<file path="src/rtl/bp_pkg.sv">
// Shared types and constants for the branch prediction blocks.
package bp_pkg;

  // 2-bit saturating direction counter; MSB set means "predict taken".
  typedef enum logic [1:0] {
    STRONG_NT = 2'b00,
    WEAK_NT   = 2'b01,
    WEAK_T    = 2'b10,
    STRONG_T  = 2'b11
  } ctr_t;

  localparam int   INSTR_BYTES = 4;
  localparam ctr_t CTR_ALLOC   = WEAK_T;
  localparam ctr_t CTR_RESET   = WEAK_NT;

endpackage : bp_pkg

</file>
<file path="src/rtl/bp_sat_ctr.sv">
// Next-state function of a 2-bit saturating direction counter.
module bp_sat_ctr
  import bp_pkg::*;
(
  input  ctr_t ctr_i,
  input  logic taken_i,
  output ctr_t ctr_o
);

  // Step toward taken or not-taken, holding at either end.
  always_comb begin
    // NOTE: every combinational output gets a default first so no path leaves it unassigned (no latch).
    ctr_o = ctr_i;
    unique case (ctr_i)
      STRONG_NT: ctr_o = taken_i ? WEAK_NT  : STRONG_NT;
      WEAK_NT:   ctr_o = taken_i ? WEAK_T   : STRONG_NT;
      WEAK_T:    ctr_o = taken_i ? STRONG_T : WEAK_NT;
      STRONG_T:  ctr_o = taken_i ? STRONG_T : WEAK_T;
      default:   ctr_o = ctr_i;
    endcase
  end

endmodule : bp_sat_ctr

</file>
<file path="src/rtl/branch_target_predictor.sv">
// Next-PC unit: direct-mapped BTB with 2-bit direction counters, trained
// from execute, with a registered redirect and saturating mispredict count.
module branch_target_predictor
  import bp_pkg::*;
#(
  parameter int WIDTH   = 32,
  parameter int ENTRIES = 16,
  parameter int CNT_W   = 16
) (
  input  logic             clk,
  input  logic             rst_n,
  input  logic [WIDTH-1:0] fetch_pc,
  output logic             pred_taken,
  output logic [WIDTH-1:0] pred_target,
  output logic [WIDTH-1:0] next_pc,
  input  logic             upd_valid,
  input  logic [WIDTH-1:0] upd_pc,
  input  logic [WIDTH-1:0] upd_offset,
  input  logic             upd_taken,
  input  logic             upd_pred_taken,
  input  logic [WIDTH-1:0] upd_pred_target,
  output logic             redirect_valid,
  output logic [WIDTH-1:0] redirect_pc,
  output logic [CNT_W-1:0] mispredict_count
);

  localparam int IDX   = $clog2(ENTRIES);
  localparam int TAG_W = WIDTH - IDX - 2;
  localparam logic [WIDTH-1:0] STEP = WIDTH'(INSTR_BYTES);

  // BTB storage
  logic [ENTRIES-1:0] valid_q;
  ctr_t               ctr_q    [ENTRIES];
  logic [TAG_W-1:0]   tag_q    [ENTRIES];
  logic [WIDTH-1:0]   target_q [ENTRIES];

  // Fetch-side lookup
  logic [IDX-1:0]   fetch_idx;
  logic [TAG_W-1:0] fetch_tag;
  logic             fetch_hit;

  assign fetch_idx   = fetch_pc[IDX+1:2];
  assign fetch_tag   = fetch_pc[WIDTH-1:IDX+2];
  assign fetch_hit   = valid_q[fetch_idx] && (tag_q[fetch_idx] == fetch_tag);
  assign pred_target = target_q[fetch_idx];
  assign pred_taken  = fetch_hit && ctr_q[fetch_idx][1];
  assign next_pc     = pred_taken ? pred_target : fetch_pc + STEP;

  // Execute-side resolution
  logic [IDX-1:0]   upd_idx;
  logic [TAG_W-1:0] upd_tag;
  logic             upd_hit;
  logic [WIDTH-1:0] calc_target;
  logic [WIDTH-1:0] seq_pc;
  logic [WIDTH-1:0] actual_next;
  logic [WIDTH-1:0] pred_next;
  logic             mispredict;
  ctr_t             ctr_trained;

  assign upd_idx     = upd_pc[IDX+1:2];
  assign upd_tag     = upd_pc[WIDTH-1:IDX+2];
  assign upd_hit     = valid_q[upd_idx] && (tag_q[upd_idx] == upd_tag);
  assign calc_target = upd_pc + upd_offset;
  assign seq_pc      = upd_pc + STEP;
  assign actual_next = upd_taken      ? calc_target     : seq_pc;
  assign pred_next   = upd_pred_taken ? upd_pred_target : seq_pc;
  assign mispredict  = (actual_next != pred_next);

  bp_sat_ctr u_sat_ctr (
    .ctr_i   (ctr_q[upd_idx]),
    .taken_i (upd_taken),
    .ctr_o   (ctr_trained)
  );

  // Valid bits and direction counters: train on hit, allocate on taken miss.
  always_ff @(posedge clk or negedge rst_n) begin
    if (!rst_n) begin
      valid_q <= '0;
      for (int i = 0; i < ENTRIES; i++) ctr_q[i] <= CTR_RESET;
    end else if (upd_valid) begin
      // NOTE: non-blocking assignments so every flop samples pre-edge values, regardless of block order.
      if (upd_hit) begin
        ctr_q[upd_idx] <= ctr_trained;
      end else if (upd_taken) begin
        valid_q[upd_idx] <= 1'b1;
        ctr_q[upd_idx]   <= CTR_ALLOC;
      end
    end
  end

  // Tags and targets: written on hit or allocation, gated by valid_q when read.
  // NOTE: this array has no reset; valid_q masks its contents until written, so it can map to RAM.
  always_ff @(posedge clk) begin
    if (upd_valid && (upd_hit || upd_taken)) begin
      tag_q[upd_idx]    <= upd_tag;
      target_q[upd_idx] <= calc_target;
    end
  end

  // Redirect and statistics
  logic             redirect_valid_d, redirect_valid_q;
  logic [WIDTH-1:0] redirect_pc_d,    redirect_pc_q;
  logic [CNT_W-1:0] mp_cnt_d,         mp_cnt_q;

  // Next-state for the redirect pulse, held redirect PC and saturating count.
  always_comb begin
    redirect_valid_d = upd_valid && mispredict;
    redirect_pc_d    = redirect_pc_q;
    mp_cnt_d         = mp_cnt_q;
    if (upd_valid && mispredict) begin
      redirect_pc_d = actual_next;
      if (mp_cnt_q != '1) mp_cnt_d = mp_cnt_q + 1'b1;
    end
  end

  // Redirect and count registers; reset drops any pending redirect at once.
  always_ff @(posedge clk or negedge rst_n) begin
    if (!rst_n) begin
      redirect_valid_q <= 1'b0;
      redirect_pc_q    <= '0;
      mp_cnt_q         <= '0;
    end else begin
      redirect_valid_q <= redirect_valid_d;
      redirect_pc_q    <= redirect_pc_d;
      mp_cnt_q         <= mp_cnt_d;
    end
  end

  assign redirect_valid   = redirect_valid_q;
  assign redirect_pc      = redirect_pc_q;
  assign mispredict_count = mp_cnt_q;

endmodule : branch_target_predictor
</file>
<file path="config.mk">
export PLATFORM = sky130hd
export DESIGN_NAME = branch_target_predictor
export DESIGN_NICKNAME = d
export VERILOG_FILES = /design/src/rtl/bp_pkg.sv /design/src/rtl/bp_sat_ctr.sv /design/src/rtl/branch_target_predictor.sv
export SDC_FILE = /design/constraint.sdc
export NUM_CORES = 2
export LEC_CHECK = 0
export CAP_MARGIN = 20
export CORE_MARGIN = 2
export CORE_UTILIZATION = 40
export CTS_CLUSTER_DIAMETER = 40
export DETAILED_ROUTE_END_ITERATION = 8
export GPL_ROUTABILITY_DRIVEN = 0
export PLACE_DENSITY = 0.61
export RECOVER_POWER = 25
export SLEW_MARGIN = 20
export SYNTH_ARGS = -nofsm -noshare
export SYNTH_HDL_FRONTEND = slang
export SYNTH_SLANG_ARGS = --single-unit
export TNS_END_PERCENT = 30
</file>
<file path="constraint.sdc">
create_clock -name clk -period 9.5 [get_ports clk]
set_clock_uncertainty 0.15 [all_clocks]
set_input_delay 1.425 -clock clk [delete_from_list [all_inputs] [get_ports clk]]
set_output_delay 1.425 -clock clk [all_outputs]
set_load 0.02 [all_outputs]
</file>
==> metrics.yaml <==
critPathLaunchType: "primary input"
die_y_um: 353
worstPathMaxFanout: 57
ys_ff_latch: 1025
slew_headroom_pct: -89.9
postSynthCellCount: 2793
post_cts_resized: 0
met2_length_mm: 73.5
clock_sinks: 1025
die_x_um: 353
slowest_stage: "or4b_2"
leakage_nw: 19.1
final_max_slew_viol_count: 240
required_ns: 7.93
setup_violations: 0
synth-edff-count: 928
synth.distinct_cells: 89
vias_per_cell: 6.25
fin_crit_sh_pct: 83.5
cts_tree: "built"
grt_usage_pct: 25.0
hpwl_mm: 104
crit_chain: "buf_8 > buf_4 > mux4_2 > mux4_2 > xnor2_1 > nand4_1 > nor2_1 > nand2_1 > or4b_2 > a21oi_1 > clkdlybuf4s50_1"
worst_pin_slew_ns: 2.85
clkTransAtPathRegs_ns: 0.04
status: "finished, violations left"
p_total_mw: 12.5
min_path_type: "register to register"
path_class: "primary input to primary output"
cts_buffers: 137
grt_start_max_net_pins: 116
crit_start: "fetch_pc[2]"
r2r-start: "tag_q[11][13]"
grt_pass1_vias: 30700
timing.fmax_ghz: 0.126
cts.path.max_buffers: 3
final_area_um2: 58400
synthMuxAreaShare_pct: 21.4
postSynthAreaPerCell_um2: 17.4
min_period_ns: 7.93
wl_met1_mm: 62.0
core-area_um2: 120000
cts.htree.levels: 4
dr_wl_met3_mm: 15.8
synth_top_family_by_area: "multiplexers"
synthSimpleGateAreaFrac_pct: 5.33
routed_wl_mm: 157
nNetsFinal: 3287
synth_xor_area_share_pct: 4.07
top_layer: "met5"
antenna_found_initial: 11
antenna_left: 0
yosys-top-cells-area: "edfxtp_1 57%, mux4_2 20%, dfrtp_1 4.2%"
first_pass_iters: 6
synthArstFlopShare_pct: 9.46
grt_overflow_total: 0
holdCritStartpoint: "ctr_q[24]"
synth-main-ff-cell: "edfxtp_1"
cp-end-kind: "primary output"
synth_top_area_share_pct: 57.3
port_buffers: 246
rows: 127
rsz0062_at_grt: "false"
avgRoutedWirePerCell_um: 32.4
hold_viol_final: 0
synth_most_common_cell: "edfxtp_1"
clk_latency_ns: 0.76
vdd_drop_max_uv: 175
synth_top_area_cell: "edfxtp_1"
slowest_delay_ns: 0.89
area_growth_syn_to_layout_pct: 20.1
synthesis.area_um2: 48700
placed_area_um2: 53600
cts_setup_buffers: 0
crit_arrival_ns: 6.36
drc: 0
initial_utilization_pct: 40.5
drt_iter0_markers: 4066
root_buffer: "clkbuf_16"
synthAdderAreaFrac_pct: 1.01
synth_compound_area_share_pct: 3.99
synth_nets: 2964
via_count: 30300
drv_cap: 9
synthTopCellsByCount: "928 x edfxtp_1, 436 x mux4_2, 174 x nand2_1"
power_density_nw_per_um2: 213
io_pins: 247
seq_area_frac_synth_pct: 62.3
failed_checks: "max-capacitance violations, max-slew violations"
finish.utilization_pct: 48.6
hold_buffers: 0
grt_pass1_wl_mm: 223
yosys_warnings: 0
path_common_cell: "mux4_2"
die-area_um2: 124000
drive_gt1_share_pct: 26.4
fin_setup_tns_ns: 0
## placed cells by master (no fill, tap or decap), drive strengths merged, types with 6 or more instances in the layout
cell type and instances:
edfxtp 928, mux4 436, clkdlybuf4s50 210, clkbuf 179
nand2 174, xnor2 128, o21ai 113, buf 93
dfrtp 81, xor2 75, inv 69, nor2 66
nand3 62, a21oi 50, clkinv 50, nand4 47
mux2i 40, and3 40, ha 37, nor3 30
dlygate4sd3 27, bufinv 20, mux2 18, a21o 17
o211ai 17, dfstp 16, nor4 15, and4 13
and2 13, o21a 10, nand2b 10, a31o 10
a211oi 9, nor2b 7, xnor3 7, or2 6
nand3b 6, clkinvlp 6, or4 6
## state kept, by name (all words and copies together), names as in the netlist
| name | flops |
|---|---|
| ctr_q | 32 |
| mispredict_count | 16 |
| redirect_pc | 32 |
| redirect_valid | 1 |
| tag_q | 416 |
| target_q | 512 |
| valid_q | 16 |
## critical path: cells and delay by family
| family | cells | cell delay (ns) |
|---|---|---|
| xor gates and xnor gates | 1 | 0.39 |
| buffers and inverters | 3 | 1.64 |
| AOI/OAI and AO/OA | 1 | 0.49 |
| muxes | 2 | 1.05 |
| and+or+nand+nor | 4 | 1.24 |
## stage by stage
step | cells | setup WS (ns) | hold slack (ns)
2_1_floorplan | 2793 | 2.85 | 0.292
3_3_place_gp | 4587 | 1.29 | 0.302
3_5_place_dp | 4587 | 1.34 | 0.307
4_1_cts | 4838 | 1.34 | 0.313
5_1_grt | 4841 | 1.24 | 0.327
6_report | 4845 | 1.57 | 0.311
## power breakdown
| group | switching, mW | internal (mW) |
|---|---|---|
| combinational | 1.02 | 0.699 |
| sequential | 0.110 | 5.21 |
| clock | 2.08 | 3.33 |
| total | 3.21 | 9.24 |
## layer usage
layer	vias to the layer above	global-route usage, %
met2	1756	39.1
li1	12100	-
met5	-	0
met4	8	9.04
met1	16100	34.5
met3	303	5.64
## final timing paths
| kind | to | slack [ns] | depth (start not counted) |
|---|---|---|---|
| max | next_pc[31] | 1.57 | 11 |
| min | ctr_q[24] | 0.31 | 2 |
| max reg2reg | ctr_q[20] | 3.70 | 10 |
| min reg2reg | ctr_q[24] | 0.31 | 2 |
| max in group asynchronous | ctr_q[27] | 3.99 | 2 |
| min in group asynchronous | mispredict_count[4] | 1.44 | 1 |
## kinds of logic (layout without fill, tap and decap cells)
family          Yosys count  after routing
other cells               0              5
mux                     494            494
flops                  1025           1025
compound gates          294            294
xor+xnor                212            212
buf+inv                 219            654
simple gates            510            510
fa+ha+maj                39             39
## final cells by class
cell class	instances	area [um^2]
fillers	9986	61800
flip-flops and latches	1025	30300
multi-input cells	1549	17600
clock buffers	150	3580
repair buffers	359	3490
well taps	1612	2020
clock inverters	101	1290
inverters	44	168
diodes	5	12.5
Note: power is estimated with default switching activity, not from simulation.
